==> src/rtl/uart_tx_pkg.sv <==
// Shared definitions for the UART TX path: TX output mux select encodings and frame FSM states.
// UART_TX_PARITY_EN enables the optional parity slot.
package uart_tx_pkg;

  localparam logic [1:0] SEL_START = 2'b00;
  localparam logic [1:0] SEL_STOP  = 2'b01;
  localparam logic [1:0] SEL_DATA  = 2'b10;
  localparam logic [1:0] SEL_PAR   = 2'b11;

  typedef enum logic [2:0] {
    IDLE,
    START,
    DATA,
    PARITY,
    STOP
  } tx_state_t;

  // The select value that the mux must see while the FSM is in state s.
  function automatic logic [1:0] sel_of(input tx_state_t s);
    logic [1:0] sel;
    sel = SEL_STOP;
    case (s)
      START:   sel = SEL_START;
      DATA:    sel = SEL_DATA;
`ifdef UART_TX_PARITY_EN
      PARITY:  sel = SEL_PAR;
`endif
      default: sel = SEL_STOP;
    endcase
    return sel;
  endfunction

endpackage

==> src/rtl/uart_tx_serializer.sv <==
// Load/shift register with bit counter. ser_out shows bit 0 right after load, and each shift advances one bit.
// done flags that the last payload bit is on ser_out.
module uart_tx_serializer #(
  parameter int DATA_WIDTH = 8
) (
  input  logic                  clk,
  input  logic                  rst,
  input  logic                  load,
  input  logic                  shift,
  input  logic [DATA_WIDTH-1:0] data_in,
  output logic                  ser_out,
  output logic                  done
);

  localparam int CW = $clog2(DATA_WIDTH);

  logic [DATA_WIDTH-1:0] shreg;
  logic [CW-1:0]         cnt;

  // cnt is the index of the bit currently presented on ser_out.
  always_ff @(posedge clk) begin
    if (!rst) begin
      shreg   <= '0;
      cnt     <= '0;
      ser_out <= 1'b0;
    end else if (load) begin
      ser_out <= data_in[0];
      shreg   <= data_in >> 1;
      cnt     <= '0;
    end else if (shift) begin
      ser_out <= shreg[0];
      shreg   <= shreg >> 1;
      cnt     <= cnt + CW'(1);
    end
  end

  assign done = (cnt == CW'(DATA_WIDTH - 1));

endmodule

==> src/rtl/uart_tx_ctrl.sv <==
// UART TX frame controller: runs the frame FSM, drives the registered mux select, serial data and parity bit.
// Define UART_TX_PARITY_EN to include the parity slot. Without it, PAR_EN and PAR_TYP are ignored.
module uart_tx_ctrl
  import uart_tx_pkg::*;
#(
  parameter int DATA_WIDTH = 8
) (
  input  logic                  CLK,
  input  logic                  RST,
  input  logic [DATA_WIDTH-1:0] P_DATA,
  input  logic                  Data_Valid,
  input  logic                  PAR_EN,
  input  logic                  PAR_TYP,
  output logic [1:0]            mux_sel,
  output logic                  SER_DATA,
  output logic                  par_bit,
  output logic                  busy
);

  tx_state_t state, next_state;
  logic      load, shift, done;
  logic      par_en_q;

  assign load  = (state == IDLE) && Data_Valid;
  assign shift = (state == DATA) && !done;

  uart_tx_serializer #(.DATA_WIDTH(DATA_WIDTH)) u_ser (
    .clk     (CLK),
    .rst     (RST),
    .load    (load),
    .shift   (shift),
    .data_in (P_DATA),
    .ser_out (SER_DATA),
    .done    (done)
  );

  always_ff @(posedge CLK) begin
    if (!RST) state <= IDLE;
    else      state <= next_state;
  end

  always_comb begin
    next_state = state;
    case (state)
      IDLE:    if (Data_Valid) next_state = START;
      START:   next_state = DATA;
      DATA:    if (done) next_state = par_en_q ? PARITY : STOP;
`ifdef UART_TX_PARITY_EN
      PARITY:  next_state = STOP;
`endif
      STOP:    next_state = IDLE;
      default: next_state = IDLE;
    endcase
  end

  // Outputs are registered from next_state, so they change on the same edge as the state.
  always_ff @(posedge CLK) begin
    if (!RST) begin
      mux_sel <= SEL_STOP;
      busy    <= 1'b0;
    end else begin
      mux_sel <= sel_of(next_state);
      busy    <= (next_state != IDLE);
    end
  end

`ifdef UART_TX_PARITY_EN
  // Parity is computed once at acceptance and then held until the next acceptance.
  always_ff @(posedge CLK) begin
    if (!RST) begin
      par_en_q <= 1'b0;
      par_bit  <= 1'b0;
    end else if (load) begin
      par_en_q <= PAR_EN;
      par_bit  <= PAR_TYP ? ~^P_DATA : ^P_DATA;
    end
  end
`else
  logic unused_par;
  assign unused_par = ^{PAR_EN, PAR_TYP};
  assign par_en_q   = 1'b0;
  assign par_bit    = 1'b0;
`endif

endmodule

==> config.mk <==
export PLATFORM = sky130hd
export DESIGN_NAME = uart_tx_ctrl
export DESIGN_NICKNAME = d
export VERILOG_FILES = /design/src/rtl/uart_tx_pkg.sv /design/src/rtl/uart_tx_serializer.sv /design/src/rtl/uart_tx_ctrl.sv
export SDC_FILE = /design/constraint.sdc
export NUM_CORES = 1
export LEC_CHECK = 0
export BUFFER_PORTS_ARGS = -buffer_cell sky130_fd_sc_hd__buf_2
export CAP_MARGIN = 20
export CORE_MARGIN = 5
export CORE_UTILIZATION = 45
export CTS_BUF_LIST = sky130_fd_sc_hd__clkbuf_16
export CTS_CLUSTER_SIZE = 25
export DETAILED_ROUTE_END_ITERATION = 10
export PLACE_DENSITY = 0.76
export SLEW_MARGIN = 20
export SYNTH_ARGS = -nofsm -noshare
export SYNTH_HDL_FRONTEND = slang
export SYNTH_SLANG_ARGS = --single-unit
export TNS_END_PERCENT = 10
==> constraint.sdc <==
create_clock -name CLK -period 3.35 [get_ports CLK]
set_input_delay 0 -clock CLK [delete_from_list [all_inputs] [get_ports CLK]]
set_output_delay 0 -clock CLK [all_outputs]
set_load 0.01 [all_outputs]
==> results of run 1 <==
[final cells by class]
| cell class | count | area [um2] |
|---|---|---|
| Clock buffer | 3 | 75.07 |
| Clock inverter | 1 | 5.005 |
| Fill cell | 125 | 676.9 |
| Inverter | 1 | 3.754 |
| Multi-Input combinational cell | 50 | 367.9 |
| Sequential cell | 17 | 340.3 |
| Tap cell | 16 | 20.02 |
| Timing Repair Buffer | 14 | 70.07 |
[cells by family (layout without fill, tap and decap cells)]
logic type,Yosys count,in the layout,synth area share
and+or+nand+nor,30,30,0.2500
xor gates and xnor gates,1,1,0.01152
DFF,17,17,0.4474
buffers and inverters,7,19,0.06907
adders and majority gates,2,2,0.03289
other,1,1,0.004929
AOI/OAI and AO/OA,16,16,0.1842
[metrics by stage]
stage / power, W / util / setup slack, ns / cells / cell area [um2]
after floorplan: 0.0002806 / - / 1.632 / 74 / 760.7
after CTS: 0.0005258 / 0.5658 / 1.391 / 102 / 882.1
after detailed placement: 0.0002923 / 0.5144 / 1.403 / 98 / 802.0
after global routing: 0.0005485 / 0.5658 / 1.311 / 102 / 882.1
after global placement: 0.0002904 / 0.5144 / 1.414 / 98 / 802.0
final: 0.0005225 / 0.5658 / 1.400 / 102 / 882.1
[registers in the layout, indices dropped and copies added (netlist names)]
| signal | count |
|---|---|
| busy | 1 |
| mux_sel | 2 |
| state | 3 |
| u_ser.cnt | 3 |
| u_ser.ser_out | 1 |
| u_ser.shreg | 7 |
[Yosys cell counts]
| library cell | instances |
|---|---|
| nor4b_1 | 1 |
| conb_1 | 1 |
| a21boi_1 | 3 |
| and2_1 | 1 |
| ha_1 | 2 |
| buf_4 | 3 |
| a22oi_1 | 3 |
| a211oi_1 | 1 |
| a21oi_1 | 4 |
| inv_1 | 1 |
| o221ai_2 | 4 |
| nand3_1 | 4 |
| or3b_2 | 1 |
| nor4b_4 | 1 |
| or2b_1 | 1 |
| nand2b_1 | 1 |
| nand2_1 | 6 |
| xnor2_1 | 1 |
| clkbuf_1 | 1 |
| a21boi_0 | 1 |
| nor2_1 | 6 |
| or4b_1 | 1 |
| nor3_1 | 5 |
| buf_6 | 2 |
| dfxtp_1 | 17 |
| or4b_4 | 1 |
| nor4b_2 | 1 |
[worst max-delay path by stage]
stage | endpoint | slack [ns] | cells past startpoint
2_1_floorplan | u_ser.shreg[0] | 1.63 | 6
3_3_place_gp | u_ser.shreg[5] | 1.41 | 5
3_5_place_dp | u_ser.shreg[0] | 1.40 | 5
4_1_cts | u_ser.shreg[1] | 1.39 | 5
5_1_grt | u_ser.shreg[1] | 1.31 | 5
6_report | u_ser.shreg[1] | 1.40 | 5
[power groups by stage]
stage          clock network, W  registers (W)   logic, W
3_3_place_gp                  0       0.000232  0.0000588
5_1_grt                0.000251       0.000230  0.0000669
2_1_floorplan                 0       0.000230  0.0000504
3_5_place_dp                  0       0.000232  0.0000601
6_report               0.000233       0.000229  0.0000607
4_1_cts                0.000237       0.000228  0.0000607
[per-layer routing]
layer	part of all wire	up-vias	global-route usage	wire length (um)
met5	0	-	0	0
met4	0.014	0	0.08072	19
met3	0.043	4	0.03198	57
met2	0.49	16	0.1609	660
met1	0.45	266	0.1472	600
li1	-	288	-	-
[critical path: stages, from the launching register on]
cell and delay (ns):
dfxtp_1 0.32, ha_1 0.20, ha_1 0.24, or4b_1 0.77, o221ai_2 0.25, nor2_1 0.06
==> summary.txt, run 1 <==
Logic synthesis
  • Top area cells in the synthesized netlist: dfxtp_1, o221ai_2, ha_1, nor3_1, nor4b_4
  • Fraction of synthesized cell area taken by the top area cell type: 0.4474
  • Post-synth cell types: 27
  • Post-Syn Area: around 760 um2
  • Synthesized instance count: 74
  • Synthesized flop and latch total: 17
  • Number of warnings printed during yosys synthesis: 0
  • Synth Net Count: 89
  • Most area-hungry cell type in the Yosys netlist: dfxtp_1
  • Seq/Total Area, Yosys: 0.4474
  • Syn avg cell area: roughly 10 um2

STA
  • Total negative slack for setup checks: 0 ns
  • Slew @ Worst Pin: roughly 0.81 ns
  • Highest achievable clock rate: between 500 and 600 MHz
  • Max Transition Viols Final: 0
  • Fin Hold WS: between 0.01 and 0.015 ns
  • Final period util: 0.5820
  • Largest clock skew in the final design: between 0.006 and 0.007 ns
  • Post-layout minimum cycle time: just under 2 ns
  • Tightest slew margin relative to the limit: 0.4600
  • Hold violation total from the final report: 0
  • Number of setup violations in the final report: 0
  • Unrepaired setup endpoints after global routing: false

Clock network
  • # hold bufs at CTS: 0
  • Number of CTS-inserted buffers: 3
  • Clock tree from TritonCTS: yes
  • CTS root buf: clkbuf_16
  • CTS clk-pin slew, worst paths: ~0.050 ns
  • Number of levels the H-tree was split into: 1
  • # clock sinks: 17
  • Source-to-sink clock delay at the later pin of the worst-skew pair: 0.25 ns
  • Post-cts repair resize count: 0
  • Maximum clock insertion buffer count: 2
  • Post-CTS Setup Inserts: 0

Setup path
  • End of the worst register-to-register path: u_ser.shreg[1]
  • Category of the worst setup path launch point: register
  • Beginning of the critical path: u_ser.cnt[0]
  • Register-to-Register Setup Slack: around 1.4 ns
  • Critical path peak fanout: 10
  • WP data arrival: roughly 2.1 ns
  • Source of the worst register-to-register timing path: u_ser.cnt[0]
  • Kind of end point of the critical path: register
  • Register-to-Register Path Depth: 5
  • Critical path required time: 3.48 ns
  • Startpoint-to-endpoint class of the critical path: register to register

Global routing
  • Largest net degree at the start of global routing: 12
  • Vias in the first global route: slightly above 500
  • Number of antenna violations at the first check in global routing: 0
  • First-pass GRT wire length: roughly 2200 um
  • Global-route total usage across every layer: 0.1137
  • Remaining global-route overflow: 0

Place
  • Port Buffers: 14
  • Final weighted congestion in routability-driven placement: around 0.69
  • Detailed placer's ending HPWL: between 800 and 900 um

Floorplanning
  • Die Span Y: 51.12 um
  • # IOs: 18
  • Die boundary width: a little over 50 um
  • Row cnt: 14
  • Die outline area: approximately 2600 um2
  • Effective utilization at floorplan: 0.4880
  • Core Footprint: roughly 1600 um2

Job
  • Max-cap violation count: 0

Finish
  • Number of inserted diodes: 0
  • Highest-count cells in the layout ignoring fill and taps: dfxtp_1, buf_2, nor2_1, nand2_1, nor3_1
  • Post-synthesis to final-layout area growth: 15.95%
  • Commonest non-fill, non-tap cell in the layout: dfxtp_1
  • Final layout net count: just over 100
  • Share of layout cells above drive strength 1: 0.3023

Route
  • Final Routed Wirelength: ~1300 um
  • Average routed wire per standard cell: around 13 um
  • Detailed-route vias per instance: 5.627
  • Vias: around 570
  • Detailed-route DRC error count: 0
  • Post-route ant nets: 0
  • Number of optimization iterations in the first detailed-route pass: 4
  • Initial drt markers: 12

Power and ir drop
  • Clock group share of total power: 0.447
  • Leakage component of the power: roughly 0.35 nW
  • Total net switching power: between 0.0001 and 0.00015 W
  • P_int: 0.0004050 W
  • Sequential cell fraction of total power: 0.437
  • PD cells: slightly below 600 nW/um2
  • Gate power share: 0.116
  • Worst ir drop on vdd: ~320 uV
  • Net switching share of the total power: 0.2249

Hold path
  • Worst hold-check path type: input pin to register
  • Hold depth: 3
  • Worst hold path startpoint: P_DATA[7]
  • Hold endpoint: u_ser.shreg[6]

Outcome
  • Status: completed
Power figures use the tool's default switching activity.
==> run 2, diff against run 1 <==
--- a/config.mk
+++ b/config.mk
@@ -5,6 +5,7 @@
 export SDC_FILE = /design/constraint.sdc
 export NUM_CORES = 1
 export LEC_CHECK = 0
+export ABC_AREA = 1
 export BUFFER_PORTS_ARGS = -buffer_cell sky130_fd_sc_hd__buf_2
 export CAP_MARGIN = 20
 export CORE_MARGIN = 5
==> constraint.sdc (replaced) <==
create_clock -name CLK -period 2 [get_ports CLK]
set_input_delay 0 -clock CLK [delete_from_list [all_inputs] [get_ports CLK]]
set_output_delay 0 -clock CLK [all_outputs]
set_load 0.01 [all_outputs]
==> run 2 against run 1 <==
  * Cell count grew 29%
  * Cell area is 4.5% higher
  * Total power is 67% higher
  * Count of clock-buffer cells in the layout unchanged
  * Non-clock buffer count is 3 higher
  * Largest power group unchanged
  * Die area shrank 0.92%
  * Wire length is 6.7% higher
  * Via count grew 16%
  * Clock skew decreased by 0.0041 ns
==> summary.txt, run 2 <==
Outcome
  • Status: completed (unchanged)

Logic synthesis
  • Synthesized instance count: 99 (was 74)
  • Seq/Total Area, Yosys: 0.4526 (was 0.4474)
  • Share of synthesized flip-flops with an asynchronous set or reset: 0 (unchanged)
  • Xor/xnor share of the synthesized area: 0 (was 0.01151)
  • Fraction of synthesized cell area taken by the top area cell type: 0.4526 (was 0.4474)
  • Top cells by count, synth: nand2_1, dfxtp_1, nor2_1, inv_1, nand3_1 (was dfxtp_1, nand2_1, nor2_1, nor3_1)
  • Top area cells in the synthesized netlist: dfxtp_1, nand2_1, nor2_1, inv_1, nand3b_1 (was dfxtp_1, o221ai_2, ha_1, nor3_1, nor4b_4)
  • Post-synth cell types: 22 (was 27)
  • Synthesized flop and latch total: 17 (unchanged)
  • Post-synth top flop: dfxtp_1 (unchanged)
  • Largest family of logic cells by synthesized area: simple AND/OR/NAND/NOR gates (unchanged)
  • Synthesized-area fraction occupied by adder cells: 0.03328 (was 0.03289)
  • Synth Net Count: 114 (was 89)
  • Compound-gate portion of the synthesized area: 0.03827 (was 0.1842)
  • Dominant cell by count in the synthesized netlist: nand2_1 (was dfxtp_1)
  • Number of enable-type register cells in the synthesized netlist: 0 (unchanged)
  • Proportion of synthesized area in mux cells: 0 (unchanged)
  • Simple-gate share of the synthesized area: 0.3894 (was 0.2500)
  • Post-Syn Area: 752.0 um2 (was 760.7 um2)
  • Syn avg cell area: 7.596 um2 (was 10.28 um2)
  • Number of warnings printed during yosys synthesis: 0 (unchanged)
  • Most area-hungry cell type in the Yosys netlist: dfxtp_1 (unchanged)

Route
  • Detailed-route DRC error count: 0 (unchanged)
  • Post-route ant nets: 0 (unchanged)
  • Number of optimization iterations in the first detailed-route pass: 4 (unchanged)
  • Final Routed Wirelength: 1426 um (was 1337 um)
  • Vias: 665 (was 574)
  • Initial drt markers: 13 (was 12)
  • Average routed wire per standard cell: 10.80 um (was 13.11 um)
  • Detailed-route vias per instance: 5.038 (was 5.627)

STA
  • Max Transition Viols Final: 0 (unchanged)
  • Post-layout minimum cycle time: 1.593 ns (was 1.950 ns)
  • Largest clock skew in the final design: 0.002020 ns (was 0.006147 ns)
  • Fin Hold WS: 0.08244 ns (was 0.01073 ns)
  • Final period util: 0.7966 (was 0.5820)
  • Number of setup violations in the final report: 0 (unchanged)
  • Total negative slack for setup checks: 0 ns (unchanged)
  • Unrepaired setup endpoints after global routing: false (unchanged)
  • Highest achievable clock rate: 627.7 MHz (was 512.9 MHz)
  • Hold violation total from the final report: 0 (unchanged)
  • Post-layout worst setup margin: 0.4068 ns (was 1.400 ns)

Clock network
  • CTS clk-pin slew, worst paths: 0.05 ns (about the same)
  • CTS root buf: clkbuf_16 (unchanged)
  • Maximum clock insertion buffer count: 2 (unchanged)
  • # clock sinks: 17 (unchanged)
  • Source-to-sink clock delay at the later pin of the worst-skew pair: 0.24 ns (was 0.25 ns)
  • Number of CTS-inserted buffers: 3 (unchanged)
  • Clock tree from TritonCTS: yes (unchanged)
  • Post-cts repair resize count: 0 (unchanged)
  • Number of levels the H-tree was split into: 1 (unchanged)

Global routing
  • Global-route total usage across every layer: 0.1173 (was 0.1137)
  • Remaining global-route overflow: 0 (unchanged)
  • Vias in the first global route: 580 (was 517)
  • First-pass GRT wire length: 2387 um (was 2235 um)
  • Largest net degree at the start of global routing: 13 (was 12)
  • Number of antenna violations at the first check in global routing: 0 (unchanged)

Finish
  • Share of layout cells above drive strength 1: 0.2155 (was 0.3023)
  • Max reg flops: 7 (unchanged)
  • Top register by number of flip-flops: u_ser.shreg (unchanged)
  • Largest registers: u_ser.shreg: 7 flops, state: 3 flops, u_ser.cnt: 3 flops (unchanged)
  • Number of inserted diodes: 0 (unchanged)
  • Highest-count cells in the layout ignoring fill and taps: nand2_1, nor2_1, dfxtp_1 (was dfxtp_1, buf_2, nor2_1, nand2_1, nor3_1)
  • Post-synthesis to final-layout area growth: 22.63% (was 15.95%)
  • Final layout net count: 132 (was 102)
  • Commonest non-fill, non-tap cell in the layout: nand2_1 (was dfxtp_1)

Power and ir drop
  • P_int: 0.0006769 W (was 0.0004050 W)
  • Total net switching power: 0.0001961 W (was 0.0001175 W)
  • Leakage component of the power: 0.4594 nW (was 0.3510 nW)
  • Net switching share of the total power: 0.2246 (was 0.2249)
  • Gate power share: 0.127 (was 0.116)
  • Sequential cell fraction of total power: 0.434 (was 0.437)
  • Worst ir drop on vdd: 472.6 uV (was 323.1 uV)
  • PD cells: 946.8 nW/um2 (was 592.4 nW/um2)
  • Clock group share of total power: 0.438 (was 0.447)

Place
  • Final weighted congestion in routability-driven placement: 0.7495 (was 0.6947)
  • Post-place setup slack: 0.4080 ns (was 1.403 ns)
  • Port Buffers: 14 (unchanged)
  • Detailed placer's ending HPWL: 1055 um (was 893.3 um)

Hold path
  • Worst hold path startpoint: RST (was P_DATA[7])
  • Hold depth: 3 (unchanged)
  • Worst hold-check path type: input pin to register (unchanged)
  • Hold endpoint: u_ser.ser_out (was u_ser.shreg[6])

Setup path
  • Delay of the slowest critical-path stage: 0.32 ns (was 0.77 ns)
  • Beginning of the critical path: u_ser.cnt[0] (unchanged)
  • End of the worst register-to-register path: mux_sel[0] (was u_ser.shreg[1])
  • Buffer and inverter count on the worst path: 2 (was 0)
  • Highest-delay cell along the critical path: dfxtp_1 (was or4b_1)
  • Gate family responsible for the most delay along the worst path: adder cells (was simple AND/OR/NAND/NOR gates)
  • Register-to-Register Path Depth: 8 (was 5)
  • Register-to-Register Setup Slack: 0.41 ns (was 1.40 ns)
  • Category of the worst setup path launch point: register (unchanged)
  • Cells along the critical path: ha_1, ha_1, inv_1, nand3_2, o21ai_0, nand2_1, inv_1, nor2_1 (was ha_1, ha_1, or4b_1, o221ai_2, nor2_1)
  • Kind of end point of the critical path: register (unchanged)
  • WP data arrival: 1.73 ns (was 2.08 ns)
  • Startpoint-to-endpoint class of the critical path: register to register (unchanged)
  • Critical path required time: 2.13 ns (was 3.48 ns)
  • Source of the worst register-to-register timing path: u_ser.cnt[0] (unchanged)
  • Critical path peak fanout: 12 (was 10)

Floorplanning
  • Row cnt: 14 (unchanged)
  • Core Footprint: 1541 um2 (was 1559 um2)
  • Effective utilization at floorplan: 0.4878 (was 0.4880)
  • Die boundary width: 50.88 um (was 51.12 um)
  • Die Span Y: 50.88 um (was 51.12 um)
  • # IOs: 18 (unchanged)
  • Die outline area: 2589 um2 (was 2613 um2)

Job
  • Max-cap violation count: 0 (unchanged)
-- run 2: cell count changes in the layout (fill, tap and decap cells not counted), moves of 2 or more --
cell	change
nor2_1	+11
a22oi_1	-3
a21boi_1	-3
a21oi_1	-2
o21ai_0	+2
o221ai_2	-4
nor3_1	-2
nand4_1	+2
nand3b_1	+4
dlygate4sd3_1	+2
inv_1	+8
nand2_4	+2
nand2_1	+18
-- run 2: repair_timing --
action,in CTS,in global routing
endpoints found under the hold margin,2,0
buffers inserted,0,0
hold buffers,2,0
-- run 2: cell type report --
type,instances,area [um2]
clock buffers,3,75.07
multi-input cells,69,350.3
flip-flops and latches,17,340.3
well taps,16,20.02
repair buffers,17,97.59
inverters,9,33.78
fillers,145,619.3
clock inverters,1,5.005
-- run 2: kinds of logic after synthesis --
| family | count (synthesis) |
|---|---|
| adders and majority gates | 2 |
| buffers and inverters | 13 |
| other | 1 |
| and+or+nand+nor | 61 |
| AOI/OAI and AO/OA | 5 |
| DFF | 17 |
-- run 2: routing by layer --
metal / vias up / routed length (um) / track usage
li1: 345 / - / -
met1: 300 / 636 / 0.1464
met2: 18 / 700 / 0.1963
met3: 2 / 80 / 0.02907
met4: 0 / 8 / 0.03830
met5: - / 0 / 0
-- run 2: stage by stage --
step	instances	total power (W)	util	instance area (um2)
final	132	0.0008730	0.5982	922.1
after global routing	132	0.0009164	0.5982	922.1
after CTS	132	0.0008822	0.5982	922.1
after detailed placement	126	0.0004927	0.5333	822.0
after global placement	126	0.0004905	0.5333	822.0
after floorplan	99	0.0004638	-	752.0
-- run 2: worst max path at each step --
| stage | endpoint | depth (start not counted) |
|---|---|---|
| 2_1_floorplan | u_ser.cnt[0] | 7 |
| 3_3_place_gp | mux_sel[0] | 8 |
| 3_5_place_dp | mux_sel[0] | 8 |
| 4_1_cts | mux_sel[0] | 8 |
| 5_1_grt | u_ser.ser_out | 9 |
| 6_report | mux_sel[0] | 8 |
-- run 2: tightest hold or removal path, delay by kind of cell --
kind,cells,cell delay [ns]
buf+inv,1,0.16
simple gates,2,0.12
-- run 2: power by group through the flow --
stage	Sequential [W]	Combinational, W	Clock (W)
after floorplan	0.000387	0.0000768	0
after global placement	0.000384	0.000106	0
after detailed placement	0.000385	0.000108	0
after CTS	0.000378	0.000112	0.000391
after global routing	0.000382	0.000127	0.000407
final	0.000379	0.000111	0.000383
